### src/rtl/uart_rx_core.sv
// uart_rx_core: oversampled UART receive engine with 3-vote majority
// sampling, runtime parity / stop-bit selection and a valid/ready output
// register that reports overrun, framing, parity and break conditions.
//
// Output handshake: rx_valid is high while the output register holds an
// unread frame; the frame is consumed on the clk edge where rx_valid and
// rx_ready are both high. rx_data/rx_err are only meaningful while rx_valid
// is high. A frame that completes while the register is full and not being
// read is dropped and signalled by a one-cycle overrun pulse.
module uart_rx_core #(
  parameter int DATA_BITS  = 8,
  parameter int OVERSAMPLE = 16
) (
  input  logic                 clk,
  input  logic                 reset,
  input  logic                 baud_tick,
  input  logic                 rx,
  input  logic                 parity_en,
  input  logic                 parity_odd,
  input  logic                 two_stop,
  output logic [DATA_BITS-1:0] rx_data,
  output logic [2:0]           rx_err,
  output logic                 rx_valid,
  input  logic                 rx_ready,
  output logic                 overrun,
  output logic [2:0]           dbg_state_o
);

  localparam int CW = $clog2(OVERSAMPLE);
  localparam int BW = (DATA_BITS > 1) ? $clog2(DATA_BITS) : 1;

  // Vote positions around mid-bit and the last tick of a bit period.
  localparam logic [CW-1:0] VOTE0    = CW'(OVERSAMPLE / 2 - 1);
  localparam logic [CW-1:0] VOTE1    = CW'(OVERSAMPLE / 2);
  localparam logic [CW-1:0] VOTE2    = CW'(OVERSAMPLE / 2 + 1);
  localparam logic [CW-1:0] TICK_END = CW'(OVERSAMPLE - 1);
  localparam logic [BW-1:0] BIT_LAST = BW'(DATA_BITS - 1);

  typedef enum logic [2:0] {
    S_IDLE   = 3'd0,
    S_START  = 3'd1,
    S_DATA   = 3'd2,
    S_PARITY = 3'd3,
    S_STOP1  = 3'd4,
    S_STOP2  = 3'd5
  } state_e;

  logic                 sync1_q, sync2_q;
  logic                 rx_s;
  state_e               state_q, state_d;
  logic [CW-1:0]        tick_cnt_q, tick_cnt_d;
  logic [BW-1:0]        bit_cnt_q, bit_cnt_d;
  logic [1:0]           vote_q, vote_d;
  logic [DATA_BITS-1:0] shift_q, shift_d;
  logic                 par_q, par_d;
  logic                 stop1_q, stop1_d;
  logic                 ferr_q, ferr_d;
  logic                 cfg_pe_q, cfg_pe_d;
  logic                 cfg_po_q, cfg_po_d;
  logic                 cfg_ts_q, cfg_ts_d;
  logic                 done;
  logic                 bit_val;
  logic                 mid_tick, end_tick;
  logic [2:0]           fin_err;

  logic [DATA_BITS-1:0] rx_data_q;
  logic [2:0]           rx_err_q;
  logic                 rx_valid_q;
  logic                 overrun_q;

  // Two-flop synchronizer on the asynchronous line; idles high out of reset.
  always_ff @(posedge clk or posedge reset) begin
    if (reset) begin
      sync1_q <= 1'b1;
      sync2_q <= 1'b1;
    end else begin
      sync1_q <= rx;
      sync2_q <= sync1_q;
    end
  end

  assign rx_s     = sync2_q;
  assign bit_val  = (vote_q[0] & vote_q[1]) | (vote_q[0] & rx_s) | (vote_q[1] & rx_s);
  assign mid_tick = baud_tick && (tick_cnt_q == VOTE2);
  assign end_tick = baud_tick && (tick_cnt_q == TICK_END);

  // Frame state register and per-frame datapath.
  always_ff @(posedge clk or posedge reset) begin
    if (reset) begin
      state_q    <= S_IDLE;
      tick_cnt_q <= '0;
      bit_cnt_q  <= '0;
      vote_q     <= '0;
      shift_q    <= '0;
      par_q      <= 1'b0;
      stop1_q    <= 1'b0;
      ferr_q     <= 1'b0;
      cfg_pe_q   <= 1'b0;
      cfg_po_q   <= 1'b0;
      cfg_ts_q   <= 1'b0;
    end else begin
      state_q    <= state_d;
      tick_cnt_q <= tick_cnt_d;
      bit_cnt_q  <= bit_cnt_d;
      vote_q     <= vote_d;
      shift_q    <= shift_d;
      par_q      <= par_d;
      stop1_q    <= stop1_d;
      ferr_q     <= ferr_d;
      cfg_pe_q   <= cfg_pe_d;
      cfg_po_q   <= cfg_po_d;
      cfg_ts_q   <= cfg_ts_d;
    end
  end

  // Next-state logic: bit timing, majority voting and frame sequencing.
  always_comb begin
    state_d    = state_q;
    tick_cnt_d = tick_cnt_q;
    bit_cnt_d  = bit_cnt_q;
    vote_d     = vote_q;
    shift_d    = shift_q;
    par_d      = par_q;
    stop1_d    = stop1_q;
    ferr_d     = ferr_q;
    cfg_pe_d   = cfg_pe_q;
    cfg_po_d   = cfg_po_q;
    cfg_ts_d   = cfg_ts_q;
    done       = 1'b0;

    if (baud_tick && state_q != S_IDLE) begin
      tick_cnt_d = (tick_cnt_q == TICK_END) ? '0 : tick_cnt_q + 1'b1;
    end
    if (baud_tick && tick_cnt_q == VOTE0) vote_d[0] = rx_s;
    if (baud_tick && tick_cnt_q == VOTE1) vote_d[1] = rx_s;

    case (state_q)
      S_IDLE: begin
        if (baud_tick && !rx_s) begin
          // Configuration is frozen here for the whole frame.
          cfg_pe_d   = parity_en;
          cfg_po_d   = parity_odd;
          cfg_ts_d   = two_stop;
          tick_cnt_d = '0;
          bit_cnt_d  = '0;
          ferr_d     = 1'b0;
          state_d    = S_START;
        end
      end
      S_START: begin
        if (mid_tick && bit_val) begin
          tick_cnt_d = '0;
          state_d    = S_IDLE;
        end else if (end_tick) begin
          state_d = S_DATA;
        end
      end
      S_DATA: begin
        if (mid_tick) shift_d = {bit_val, shift_q[DATA_BITS-1:1]};
        if (end_tick) begin
          if (bit_cnt_q == BIT_LAST) begin
            state_d = cfg_pe_q ? S_PARITY : S_STOP1;
          end else begin
            bit_cnt_d = bit_cnt_q + 1'b1;
          end
        end
      end
      S_PARITY: begin
        if (mid_tick) par_d = bit_val;
        if (end_tick) state_d = S_STOP1;
      end
      S_STOP1: begin
        if (mid_tick) begin
          stop1_d = bit_val;
          ferr_d  = ferr_q | ~bit_val;
          if (!cfg_ts_q) begin
            // Finishing at mid-bit lets the next start edge be caught early.
            done       = 1'b1;
            tick_cnt_d = '0;
            state_d    = S_IDLE;
          end
        end else if (end_tick) begin
          state_d = S_STOP2;
        end
      end
      S_STOP2: begin
        if (mid_tick) begin
          ferr_d     = ferr_q | ~bit_val;
          done       = 1'b1;
          tick_cnt_d = '0;
          state_d    = S_IDLE;
        end
      end
      default: begin
        tick_cnt_d = '0;
        state_d    = S_IDLE;
      end
    endcase
  end

  // Error flags of the completing frame: {break, framing, parity}.
  assign fin_err[2] = ~(|shift_q) & (~cfg_pe_q | ~par_q) & ~stop1_d;
  assign fin_err[1] = ferr_d;
  assign fin_err[0] = cfg_pe_q & (^shift_q ^ par_q ^ cfg_po_q);

  // Output register with valid/ready handshake and overrun pulse.
  always_ff @(posedge clk or posedge reset) begin
    if (reset) begin
      rx_data_q  <= '0;
      rx_err_q   <= '0;
      rx_valid_q <= 1'b0;
      overrun_q  <= 1'b0;
    end else begin
      overrun_q <= 1'b0;
      if (done) begin
        if (!rx_valid_q || rx_ready) begin
          rx_data_q  <= shift_q;
          rx_err_q   <= fin_err;
          rx_valid_q <= 1'b1;
        end else begin
          overrun_q <= 1'b1;
        end
      end else if (rx_valid_q && rx_ready) begin
        rx_valid_q <= 1'b0;
      end
    end
  end

  assign rx_data     = rx_data_q;
  assign rx_err      = rx_err_q;
  assign rx_valid    = rx_valid_q;
  assign overrun     = overrun_q;
  assign dbg_state_o = state_q;

endmodule

### config.mk
export PLATFORM = sky130hd
export DESIGN_NAME = uart_rx_core
export DESIGN_NICKNAME = d
export VERILOG_FILES = /design/src/rtl/uart_rx_core.sv
export SDC_FILE = /design/constraint.sdc
export NUM_CORES = 1
export LEC_CHECK = 0
export BUFFER_PORTS_ARGS = -buffer_cell sky130_fd_sc_hd__buf_4
export CAP_MARGIN = 15
export CORE_MARGIN = 2
export CORE_UTILIZATION = 50
export CTS_CLUSTER_DIAMETER = 40
export CTS_CLUSTER_SIZE = 28
export DETAILED_ROUTE_END_ITERATION = 8
export PLACE_DENSITY = 0.72
export SLEW_MARGIN = 25
export SYNTH_ARGS = -nofsm -noshare
export SYNTH_HDL_FRONTEND = slang
export SYNTH_SLANG_ARGS = --single-unit
### constraint.sdc
create_clock -name clk -period 2.43 [get_ports clk]
set_input_delay 0.3645 -clock clk [delete_from_list [all_inputs] [get_ports clk]]
set_output_delay 0.3645 -clock clk [all_outputs]
set_load 0.01 [all_outputs]
# After elaboration in Yosys (flattened, before gate mapping)

Cells that the tools add are included.

Bitwise logic cells: 17
Add/sub/neg operators: 2
Reductions and logical operators: 26
Equality and inequality tests: 20
Mux-type cells: 38

Operator list:

| cell                                                            | number |
|---|---|
| 3-bit 2-to-1 mux                                                | 14 |
| 4-bit 2-to-1 mux                                                | 7 |
| 4-bit one-hot mux with 5 select lines                           | 1 |
| 3-bit one-hot mux with 6 select lines                           | 1 |
| 4-bit == test, second input constant                            | 3 |
| 1-bit 2-to-1 mux                                                | 12 |
| 2-bit != test, second input constant                            | 6 |
| 2-bit AND reduction                                             | 5 |
| 3-bit == test, second input constant                            | 3 |
| 3-bit != test, second input constant                            | 3 |
| 1-bit logical AND                                               | 8 |
| 8-bit AND reduction                                             | 1 |
| 8-bit OR reduction                                              | 1 |
| 8-bit parity                                                    | 1 |
| 1-bit AND                                                       | 6 |
| 3-bit by 2-bit == test with 1-bit output, second input constant | 2 |
| 3-bit one-hot mux with 2 select lines                           | 1 |
| 1-bit NOT                                                       | 5 |
| 4-bit by 1-bit adder with 4-bit output, second input constant   | 1 |
| 4-bit by 3-bit == test with 1-bit output, second input constant | 1 |
| 1-bit bitwise OR                                                | 4 |
| 1-bit one-hot mux with 2 select lines                           | 2 |
| 4-bit AND reduction                                             | 1 |
| 2-bit nonzero test                                              | 2 |
| 9 further kinds                                                 | 12 |

Logic and storage cells: 121
Output and inout bits: 16
Bits in registers: 41
Input bits: 8

# Logic depth before layout (Yosys ltp)

Gate-level depths: netlist of the first run.

Depth in word-level cells: 7
Mapped depth: 9
Mapped depth without buffers: 7

# Worst setup path before layout of the first run

OpenSTA, ideal clock, no wires.

Path kind: reg2reg
Start point: register tick_cnt_q[1]
End point: register rx_data_q[1] (netlist: rx_data[1])
Slack: 0.599 ns
Clock period less this slack: 1.831 ns
Library setup time: 0.125 ns
Required time: 2.305 ns
Buffers on the path: 2
Arrival: 1.706 ns
Cell stages (with the launch flop): 9
Path through: dfrtp_1 inv_1 ha_1 and4b_1 buf_6 nand3_2 nor2b_2 buf_6 mux2_2

Word-level cells in the longest chain between the ends: 5
Elaborated cells on any way between the ends: 6
Classes of those cells: eq/ne (1); mux (3); reduce/logical (2)

Ends and longest elaborated chain:

| item                                       | line     | RTL |
|---|---|---|
| start, declared                            | 51       | `logic [CW-1:0] tick_cnt_q, tick_cnt_d;` |
| start signal, assigned                     | 103      | `tick_cnt_q <= tick_cnt_d;` |
| 4-bit == test *                            | 84       | `assign mid_tick = baud_tick && (tick_cnt_q == VOTE2);` |
| 1-bit logical AND *                        | 84       |  |
| 1-bit 2-to-1 mux, on equally long branches | 187, 173 |  |
| 1-bit one-hot mux with 2 select lines *    | 137      | `case (state_q)` |
| 2-bit AND reduction (no source line) *     | --       |  |
| end signal, assigned                       | 217      | `rx_data_q <= shift_q;` |
| end, declared                              | 66       | `logic [DATA_BITS-1:0] rx_data_q;` |

Every way passes the cells marked *; elsewhere a longest branch is shown, timed or not.
A chain may end at the register's enable or synchronous reset.

# Worst setup path after layout of the first run

Start point: register tick_cnt_q[1]
End point: register rx_data_q[0] (netlist: rx_data[0])

Same word-level chain as after synthesis.

==> summary.txt, run 1 <==
Routing
  • Residual DRC: 0
  • Detailed Route Iter0 Violations: 64
  • Drt first pass iters: 4
  • Wire length per cell: ~14 um
  • Post-route ant nets: 0
  • Via-to-Cell Ratio: 5.37
  • Via count: around 1400
  • Routed wire length: around 3800 um

Timing
  • Layout Skew: around 0.0052 ns
  • Fin crit period: around 2.1 ns
  • Actual slew at the worst max-slew pin: 0.494 ns
  • RSZ-0062 raised after global routing: no
  • Slew Viols, Final: 0
  • Period utilisation layout: between 80% and 90%
  • Final setup TNS: 0 ns
  • Final hold viol count: 0
  • Setup violators final: 0
  • Achievable Freq: about 0.47 GHz
  • Max_slew headroom: 66.2%

Critical path
  • CP startpoint kind: register
  • Delay-heaviest family, CP: simple AND/OR/NAND/NOR gates
  • Crit Path Max Fanout: 13
  • R2R depth: 7
  • Crit-path max cell delay: roughly 0.48 ns
  • Cell chain of the critical path: inv_1 -> ha_1 -> and4b_1 -> nand3_2 -> nor2b_2 -> buf_4 -> mux2_2
  • WP buf/inv: 2
  • Worst Path Class, Setup: reg2reg
  • Arrival @ worst endpoint: 2.33 ns
  • Slowest stage cell, crit path: and4b_1
  • Critical Path RT: between 2 and 3 ns
  • WP depth: 7
  • Crit. End Element: register

Clock tree
  • Post_cts resized: 0
  • H-tree depth: 2
  • Hold_buf cts: 0
  • Longest Clk Path Bufs: 2
  • Clock Sinks: a little over 40
  • # Post-CTS Setup Buffers: 0
  • TritonCTS clock tree: built
  • CTS Buf Count: 5
  • Root buf cell: clkbuf_8
  • Worst-path clk slew: 0.08 ns
  • Worst-Skew Late Latency: between 0.2 and 0.3 ns

Run status
  • Outcome: finished, final reports clean

Layout
  • Share of cells above drive strength 1: between 20% and 30%
  • Most common cell after layout, fill and taps aside: dfrtp_1
  • Total Nets Final: around 230
  • Layout area overhead: 16.0%
  • Most frequent cells in the layout: 39 x dfrtp_1, 27 x buf_4, 22 x nand2_1, 16 x inv_1, 16 x o21ai_0
  • Design area: between 2000 and 2500 sq um
  • Fin cells: between 200 and 300
  • N_diodes: 0

Synth
  • Area fraction of the dominant cell type after synthesis: 48.0%
  • Yosys warnings: 0
  • Cell taking the most area after synthesis: dfrtp_1
  • #FFs+latches synth: between 40 and 50
  • Most common flop cell mapped by yosys: dfrtp_1
  • Post-synth EDFFs: 0
  • Cells after Synth: approximately 190
  • Syn Nets: a little over 200
  • Post-synthesis cell type count: 41
  • Syn_area_per_cell: 10.9 sq um
  • Register area share after synthesis: between 50% and 60%
  • Post-synthesis async set-or-reset flop share: 100%
  • Top cells by area, synth: dfrtp_1 48%, mux2_2 8.3%, ha_1 5.5%
  • Synthesized area: about 2000 sq um

Power
  • Leak: roughly 1.1 nW
  • Net Sw Power: approximately 0.00069 W
  • Power Density: about 850 nW/um^2
  • Int Pwr: roughly 0.0013 W
  • Clock network power share: between 20 and 25%
  • Reg power frac: a little under half
  • Total chip power: ~0.0020 W
  • Max IR drop VDD: 424 uV
  • Comb pwr share: 29.8%
  • Switching share of total power: between 30% and 40%

Die
  • Die Y: 67.8 um
  • Core box area: roughly 3900 sq um
  • Top Ports: 24
  • Initial core utilization: 51.6%
  • Die Wd: 67.8 um
  • Die footprint: roughly 4600 sq um
  • # rows: 23

Placed design
  • IO buf count: 23
  • Routability Congestion: around 0.87
  • Post-DP Area: between 2000 and 2500 sq um
  • Placed cells: ~260
  • Final HPWL DP: about 2700 um

Min path
  • Min-Delay Path Class: in2reg
  • Hold Path Depth: 1

GRT
  • Largest net degree at the start of global routing: 42
  • Grt ovf: 0
  • Initial antenna violation count: 0
  • GRT Resource Usage Total: between 10% and 20%
  • Vias in the first global route: approximately 1400
  • First-pass GRT wire length: 6360 um

Job
  • MaxCap Viol Count: 0
## registers in the layout (all words and copies together) (netlist names), 2 cells and up
signal       cells
bit_cnt_q        3
dbg_state_o      3
rx_data          8
tick_cnt_q       4
shift_q          8
rx_err           3
vote_q           2
## path summary, 6_finish.rpt
check	from	end	slack, ns
min reg2reg	sync1_q$_DFF_PP1_	rx_s$_DFF_PP1_	0.36
min in group asynchronous	reset	cfg_po_q$_DFFE_PP0P_	0.19
min	rx	sync1_q$_DFF_PP1_	0.18
max reg2reg	tick_cnt_q[1]$_DFF_PP0_	rx_data[0]$_DFFE_PP0P_	0.28
max in group asynchronous	reset	sync1_q$_DFF_PP1_	1.87
max	tick_cnt_q[1]$_DFF_PP0_	rx_data[0]$_DFFE_PP0P_	0.28
## per-layer routing
layer  wire, um  GRT usage (%)  up-vias
li1           -              -      696
met1       1720           24.1      691
met2       1840           30.1       27
met3        139           5.50        9
met4         77           9.00        0
met5          0              0        -
## cell families after synthesis
logic type	after synthesis	share of synthesized area, %
buf+inv	23	5.17
fa+ha+maj	10	6.03
mux	20	10.8
flops	41	50.6
xor+xnor	6	2.58
compound gates	33	9.85
simple gates	54	15.0
## worst register-to-register path, cell delays in order (launching register included)
cell	delay, ns
dfrtp_1	0.41
inv_1	0.12
ha_1	0.15
and4b_1	0.48
nand3_2	0.18
nor2b_2	0.13
buf_4	0.21
mux2_2	0.37
## power by group through the flow
stage	Sequential, W	Clock (W)	Combinational, W
floorplan	0.000857	0	0.000489
global placement	0.000917	0	0.000567
detailed placement	0.000924	0	0.000593
CTS	0.000910	0.000509	0.000601
global route	0.000931	0.000551	0.000669
finish	0.000914	0.000492	0.000597
## final cells by class
cell class / count / area [sq um]
clock inverter: 1 / 8.76
fill: 312 / 1580
timing repair buffer: 27 / 203
clock buffer: 7 / 96.3
inverter: 16 / 60.1
multi-input combinational: 123 / 900
tap: 50 / 62.6
sequential: 41 / 1030
## metrics by stage
stage | worst slack, ns | hold WS (ns) | utilization [%]
floorplan | 0.599 | 0.345 | -
global placement | 0.406 | 0.346 | 57.2
detailed placement | 0.290 | 0.347 | 57.2
CTS | 0.276 | 0.168 | 59.8
global route | 0.157 | 0.158 | 59.8
finish | 0.280 | 0.178 | 59.8
## cell usage after synthesis, drive strengths merged (3+ instances only)
| cell | number |
|---|---|
| a21oi | 7 |
| buf | 5 |
| dfrtp | 39 |
| ha | 9 |
| inv | 16 |
| mux2 | 16 |
| mux2i | 4 |
| nand2 | 22 |
| nand3 | 6 |
| nand4b | 3 |
| nor2 | 8 |
| nor2b | 3 |
| o21ai | 17 |
| xnor2 | 4 |
No activity file was read; power rests on OpenSTA's default activity.
==> run 2: changes to the inputs <==
--- a/config.mk
+++ b/config.mk
@@ -5,6 +5,7 @@
 export SDC_FILE = /design/constraint.sdc
 export NUM_CORES = 1
 export LEC_CHECK = 0
+export ABC_AREA = 1
 export BUFFER_PORTS_ARGS = -buffer_cell sky130_fd_sc_hd__buf_4
 export CAP_MARGIN = 15
 export CORE_MARGIN = 2
==> summary.txt, run 2 <==
Timing
  • Max_slew headroom: 66.3% (+0.11 points)
  • Period utilisation layout: 69.0% (-19 points)
  • Final hold viol count: 0 (unchanged)
  • Achievable Freq: 0.596 GHz (+28%)
  • Fin crit period: 1.68 ns (-0.473 ns)
  • RSZ-0062 raised after global routing: no
  • Setup violators final: 0 (unchanged)
  • Slew Viols, Final: 0 (unchanged)
  • Worst hold-check slack: 0.178 ns (-0.000665 ns)
  • Final setup TNS: 0 ns (unchanged)
  • Actual slew at the worst max-slew pin: 0.505 ns (+0.0111 ns)
  • Layout Skew: 0.00755 ns (+0.00232 ns)

Routing
  • Routed wire length: 3700 um (-2.0%)
  • Via-to-Cell Ratio: 4.90 (-8.7%)
  • Detailed Route Iter0 Violations: 68 (+6.3%)
  • Via count: 1628 (+14%)
  • Drt first pass iters: 4 (unchanged)
  • Post-route ant nets: 0 (unchanged)
  • Wire length per cell: 11.1 um (-22%)
  • Residual DRC: 0 (unchanged)

Power
  • Switching share of total power: 35.2% (+0.55 points)
  • Comb pwr share: 29.6% (-0.2 points)
  • Power Density: 805 nW/um^2 (-5.2%)
  • Reg power frac: 43.3% (-2.3 points)
  • Net Sw Power: 0.000682 W (-1.8%)
  • Clock network power share: 27.1% (+2.5 points)
  • Max IR drop VDD: 551 uV (+30%)
  • Int Pwr: 0.00126 W (-4.1%)
  • Total chip power: 0.00194 W (-3.3%)
  • Leak: 1.21 nW (+8.0%)

Layout
  • Design area: 2410 sq um (+2.0%)
  • Layout area overhead: 15.3%
  • Total Nets Final: 299 (+29%)
  • Most common cell after layout, fill and taps aside: nand2_1
  • Most frequent cells in the layout: 83 x nand2_1, 39 x dfrtp_1, 32 x inv_1, 24 x buf_4, 21 x o21ai_0
  • Share of cells above drive strength 1: 16.7% (-11 points)
  • Layout Utilization: 60.2% (+0.33 points)
  • N_diodes: 0 (unchanged)

GRT
  • First-pass GRT wire length: 6250 um (-1.7%)
  • Initial antenna violation count: 0 (unchanged)
  • Vias in the first global route: 1449 (+5.2%)
  • GRT Resource Usage Total: 18.1% (-0.99 points)
  • Grt ovf: 0 (unchanged)
  • Largest net degree at the start of global routing: 42 (unchanged)

Critical path
  • Crit. End Element: register
  • CP startpoint kind: register
  • Worst flop-to-flop path startpoint: tick_cnt_q[1]$_DFF_PP0_
  • Crit Path Max Fanout: 21 (+8)
  • WP buf/inv: 1 (-1)
  • Delay-heaviest family, CP: simple AND/OR/NAND/NOR gates
  • Cell chain of the critical path: inv_1 -> ha_1 -> nand2_2 -> nor2_4 -> nand2_4 -> nor2_4 -> nand2_2 -> nor2_1 -> nand2_1 -> nand2_1
  • Worst setup path startpoint: tick_cnt_q[1]$_DFF_PP0_
  • Slowest stage cell, crit path: dfrtp_1
  • Crit-path max cell delay: 0.38 ns (-0.10 ns)
  • Worst Path Class, Setup: reg2reg
  • Critical Path RT: 2.66 ns (+0.05 ns)
  • Arrival @ worst endpoint: 1.91 ns (-0.42 ns)

Clock tree
  • Worst-path clk slew: 0.08 ns (about the same)
  • # Post-CTS Setup Buffers: 0 (unchanged)
  • Worst-Skew Late Latency: 0.29 ns (about the same)
  • TritonCTS clock tree: built
  • Clock Sinks: 41 (unchanged)
  • Hold_buf cts: 0 (unchanged)
  • Longest Clk Path Bufs: 2 (unchanged)
  • Root buf cell: clkbuf_8
  • Post_cts resized: 0 (unchanged)
  • CTS Buf Count: 5 (unchanged)
  • H-tree depth: 2 (unchanged)

Min path
  • Hold path start: rx
  • Min-Delay Path Class: in2reg

Synth
  • Register area share after synthesis: 49.3% (-1.3 points)
  • Most common flop cell mapped by yosys: dfrtp_1
  • Cell with the most instances after synthesis: nand2_1
  • Area fraction of the dominant cell type after synthesis: 46.8% (-1.2 points)
  • Cells after Synth: 254 (+36%)
  • #FFs+latches synth: 41 (unchanged)
  • Cell taking the most area after synthesis: dfrtp_1
  • Post-synth EDFFs: 0 (unchanged)
  • Synthesized area: 2090 sq um (+2.6%)
  • Syn Nets: 271 (+33%)
  • Top cells by area, synth: dfrtp_1 47%, nand2_1 15%, inv_1 5.8%
  • Post-synthesis cell type count: 24 (-41%)
  • Yosys warnings: 0 (unchanged)
  • Commonest cells post-synth: 83 x nand2_1, 39 x dfrtp_1, 32 x inv_1, 21 x o21ai_0, 15 x nor2_1
  • Syn_area_per_cell: 8.22 sq um (-24%)
  • Post-synthesis async set-or-reset flop share: 100% (unchanged)

Placed design
  • Post-DP Area: 2300 sq um (+2.2%)
  • Routability Congestion: 0.859 (-0.96%)
  • Final HPWL DP: 2680 um (-2.3%)
  • IO buf count: 23 (unchanged)

Die
  • Core box area: 4000 sq um (+1.5%)
  • Top Ports: 24 (unchanged)
  • # rows: 23 (unchanged)
  • Die Wd: 68.6 um (+1.2%)
  • Die footprint: 4710 sq um (+2.5%)
  • Initial core utilization: 52.2% (+0.60 points)
  • Die Y: 68.6 um (+1.2%)

Job
  • MaxCap Viol Count: 0 (unchanged)

Run status
  • Outcome: finished, final reports clean
==> run 2: cell count changes after synthesis, moves of 5 or more <==
cell and change:
o21ai_1 +9, nand2_2 +5, o21ai_0 +5, nand2_1 +61, mux2_2 -15, a21oi_1 -5
inv_1 +16, nand3_1 +8, nor2_1 +7
==> run 2: power by group through the flow <==
stage,registers [W],logic [W],clock network [W]
finish,0.000839,0.000573,0.000525
global route,0.000852,0.000668,0.000574
CTS,0.000840,0.000579,0.000541
detailed placement,0.000853,0.000573,0
global placement,0.000851,0.000570,0
floorplan,0.000841,0.000437,0
==> run 2: path summary, 6_finish.rpt <==
| check | endpoint | slack, ns | cells past startpoint |
|---|---|---|---|
| worst min register to register | rx_s$_DFF_PP1_ | 0.36 | 0 |
| min in group asynchronous | rx_data[6]$_DFFE_PP0P_ | 0.20 | 3 |
| max in group asynchronous | sync1_q$_DFF_PP1_ | 1.87 | 3 |
| worst max-delay path | rx_err[0]$_DFFE_PP0P_ | 0.75 | 10 |
| worst min-delay path | sync1_q$_DFF_PP1_ | 0.18 | 1 |
| worst max register to register | rx_err[0]$_DFFE_PP0P_ | 0.75 | 10 |
==> run 2: kinds of logic (layout without fill, tap and decap cells) <==
kind of cell,Yosys count,count (layout),share of synthesized area [%]
and+or+nand+nor,129,129,27.4
DFF,41,41,49.3
buffers and inverters,36,64,7.25
AOI/OAI and AO/OA,34,34,8.57
adders and majority gates,9,9,5.40
xor gates and xnor gates,5,5,2.10
==> run 2: layer usage <==
metal	up-vias	track usage [%]	routed length, um
li1	862	-	-
met1	734	22.3	1710
met2	28	29.2	1760
met3	4	5.36	154
met4	0	8.25	63
met5	-	0	0
==> run 2: per-stage QoR <==
stage | setup slack, ns | instances
6_report | 0.753 | 332
5_1_grt | 0.560 | 332
4_1_cts | 0.733 | 332
3_5_place_dp | 0.750 | 325
3_3_place_gp | 0.799 | 325
2_1_floorplan | 0.962 | 254
==> run 2: layout make-up <==
type,instances,area (sq um)
Inverter,33,124
Multi-Input combinational cell,177,907
Sequential cell,41,1030
Clock buffer,5,68.8
Tap cell,50,62.6
Fill cell,373,1590
Clock inverter,2,35.0
Timing Repair Buffer,24,180
==> run 3: changes to the inputs <==
==> constraint.sdc (replaced) <==
create_clock -name clk -period 1.6 [get_ports clk]
set_input_delay 0.24 -clock clk [delete_from_list [all_inputs] [get_ports clk]]
set_output_delay 0.24 -clock clk [all_outputs]
set_load 0.01 [all_outputs]
==> summary.txt, run 3 (same netlist as run 2, synthesis figures left out) <==
Placed design
  • Routability Congestion: 0.878 (+2.3%)
  • Final HPWL DP: 2970 um (+11%)
  • IO buf count: 23 (unchanged)
  • Placed cells: 333 (+2.5%)

GRT
  • First-pass GRT wire length: 6670 um (+6.7%)
  • Vias in the first global route: 1532 (+5.7%)
  • GRT Resource Usage Total: 19.4% (+1.3 points)
  • Largest net degree at the start of global routing: 42 (unchanged)
  • Grt ovf: 0 (unchanged)
  • Initial antenna violation count: 0 (unchanged)

Routing
  • Wire length per cell: 12.8 um (+15%)
  • Detailed Route Iter0 Violations: 116 (+71%)
  • Routed wire length: 4470 um (+21%)
  • Via count: 1744 (+7.1%)
  • Post-route ant nets: 0 (unchanged)
  • Residual DRC: 0 (unchanged)
  • Drt first pass iters: 4 (unchanged)
  • Via-to-Cell Ratio: 5.01 (+2.2%)

Power
  • Max IR drop VDD: 633 uV (+15%)
  • Total chip power: 0.00309 W (+59%)
  • Leak: 1.30 nW (+7.3%)
  • Power Density: 1180 nW/um^2 (+46%)

Timing
  • RSZ-0062 raised after global routing: yes
  • Slew Viols, Final: 0 (unchanged)
  • Period utilisation layout: 97.2% (+28 points)
  • Fin crit period: 1.55 ns (-0.122 ns)
  • Layout Skew: 0.00220 ns (-0.00535 ns)
  • Worst hold-check slack: -0.000456 ns (-0.178 ns)
  • Actual slew at the worst max-slew pin: 0.497 ns (-0.00793 ns)
  • Final hold viol count: 1 (+1)
  • Max_slew headroom: 66.8% (+0.45 points)
  • Achievable Freq: 0.643 GHz (+7.8%)
  • Setup violators final: 0 (unchanged)

Critical path
  • Worst Path Class, Setup: reg2reg
  • Reg2reg setup slack: 0.05 ns (-0.71 ns)
  • R2R depth: 11 (+1)
  • CP startpoint kind: register
  • Arrival @ worst endpoint: 1.74 ns (-0.17 ns)
  • Most common cell on crit path: nand2_4
  • Cell chain of the critical path: inv_2 -> ha_4 -> nand2_4 -> nor2_4 -> buf_4 -> nand2_4 -> nor2_4 -> buf_12 -> nand2_4 -> nand2_1 -> o21ai_1
  • R2r endpoint: rx_data[3]$_DFFE_PP0P_
  • Crit Path Max Fanout: 10 (-52%)
  • Slowest stage cell, crit path: dfrtp_1
  • Crit-path max cell delay: 0.39 ns (about the same)
  • Worst flop-to-flop path startpoint: tick_cnt_q[1]$_DFF_PP0_
  • Critical Path RT: 1.78 ns (-0.88 ns)
  • Crit. End Element: register

Job
  • MaxCap Viol Count: 0 (unchanged)

Die
  • Die Y: 68.6 um (unchanged)
  • Top Ports: 24 (unchanged)
  • Initial core utilization: 52.2% (unchanged)
  • Core box area: 4000 sq um (unchanged)
  • # rows: 23 (unchanged)
  • Die footprint: 4710 sq um (unchanged)
  • Die Wd: 68.6 um (unchanged)

Clock tree
  • Root buf cell: clkbuf_8
  • TritonCTS clock tree: built
  • Longest Clk Path Bufs: 2 (unchanged)
  • Clock Sinks: 41 (unchanged)
  • CTS Buf Count: 5 (unchanged)
  • H-tree depth: 2 (unchanged)
  • Hold_buf cts: 0 (unchanged)
  • Worst-Skew Late Latency: 0.29 ns (about the same)
  • Worst-path clk slew: 0.07 ns (about the same)

Layout
  • Most frequent cells in the layout: 81 x nand2_1, 39 x dfrtp_1, 35 x buf_4, 30 x inv_1, 18 x o21ai_0
  • Fill cells: 336 (-9.9%)
  • Multi-input logic area: 998 sq um (+10%)
  • Most common cell after layout, fill and taps aside: nand2_1
  • N_diodes: 0 (unchanged)
  • Layout area overhead: 25.7%
  • Share of cells above drive strength 1: 24.2% (+7.5 points)
  • Layout Utilization: 65.6% (+5.4 points)
  • Fin cells: 348 (+4.8%)
  • Total Nets Final: 315 (+5.4%)
  • Storage element area: 1030 sq um (unchanged)

Min path
  • Min-Delay Path Class: in2async

Run status
  • Outcome: finished with violations
  • Failing checks: negative hold slack
[run 3: per-layer routing]
metal / track usage [%] / wire [um]
met1: 23.8 / 1960
met4: 8.25 / 65
met5: 0 / 0
met3: 4.87 / 150
met2: 32.5 / 2290
[run 3: how the worst max path moves through the flow]
| stage | to | start | slack [ns] |
|---|---|---|---|
| 6_report | rx_data[3]$_DFFE_PP0P_ | tick_cnt_q[1]$_DFF_PP0_ | 0.05 |
| 5_1_grt | tick_cnt_q[0]$_DFF_PP0_ | tick_cnt_q[1]$_DFF_PP0_ | -0.04 |
| 4_1_cts | tick_cnt_q[3]$_DFF_PP0_ | tick_cnt_q[1]$_DFF_PP0_ | 0.02 |
| 3_5_place_dp | rx_data[5]$_DFFE_PP0P_ | tick_cnt_q[1]$_DFF_PP0_ | -0.01 |
| 3_3_place_gp | rx_err[0]$_DFFE_PP0P_ | tick_cnt_q[1]$_DFF_PP0_ | 0.009 |
| 2_1_floorplan | dbg_state_o[0]$_DFFE_PP0P_ | tick_cnt_q[1]$_DFF_PP0_ | 0.13 |
[run 3: final cells by class]
class	count	share of cell area, %
Sequential cell	41	39.2
Multi-Input combinational cell	179	38.1
Timing Repair Buffer	38	12.3
Inverter	33	4.72
Clock buffer	7	3.29
Tap cell	50	2.39
[run 3: power by group]
part	switching (W)	internal [W]
Combinational	0.000708	0.000450
Clock	0.000334	0.000342
Sequential	0.000104	0.00115
[run 3: stage by stage]
step	worst slack [ns]	setup TNS (ns)	instance area (sq um)
after floorplan	0.132	0	2090
after global placement	0.00871	0	2390
after detailed placement	-0.0126	-0.0167	2390
after CTS	0.0250	0	2480
after global routing	-0.0351	-0.194	2620
final	0.0453	0	2620
[run 3: critical path, delay by kind of cell (launching register included)]
| kind | cells | cell delay (ns) |
|---|---|---|
| AO/OA/AOI/OAI | 1 | 0.06 |
| adder cells (fa/ha/maj) | 1 | 0.14 |
| buffers and inverters | 3 | 0.36 |
| flip-flops | 1 | 0.39 |
| AND/OR/NAND/NOR | 6 | 0.50 |
[run 3: repair_timing]
action	in CTS	in global routing
cloned	0	2
pin swaps	0	6
gates resized for setup	1	19
endpoints found under the setup margin	11	21
buffers inserted	0	6
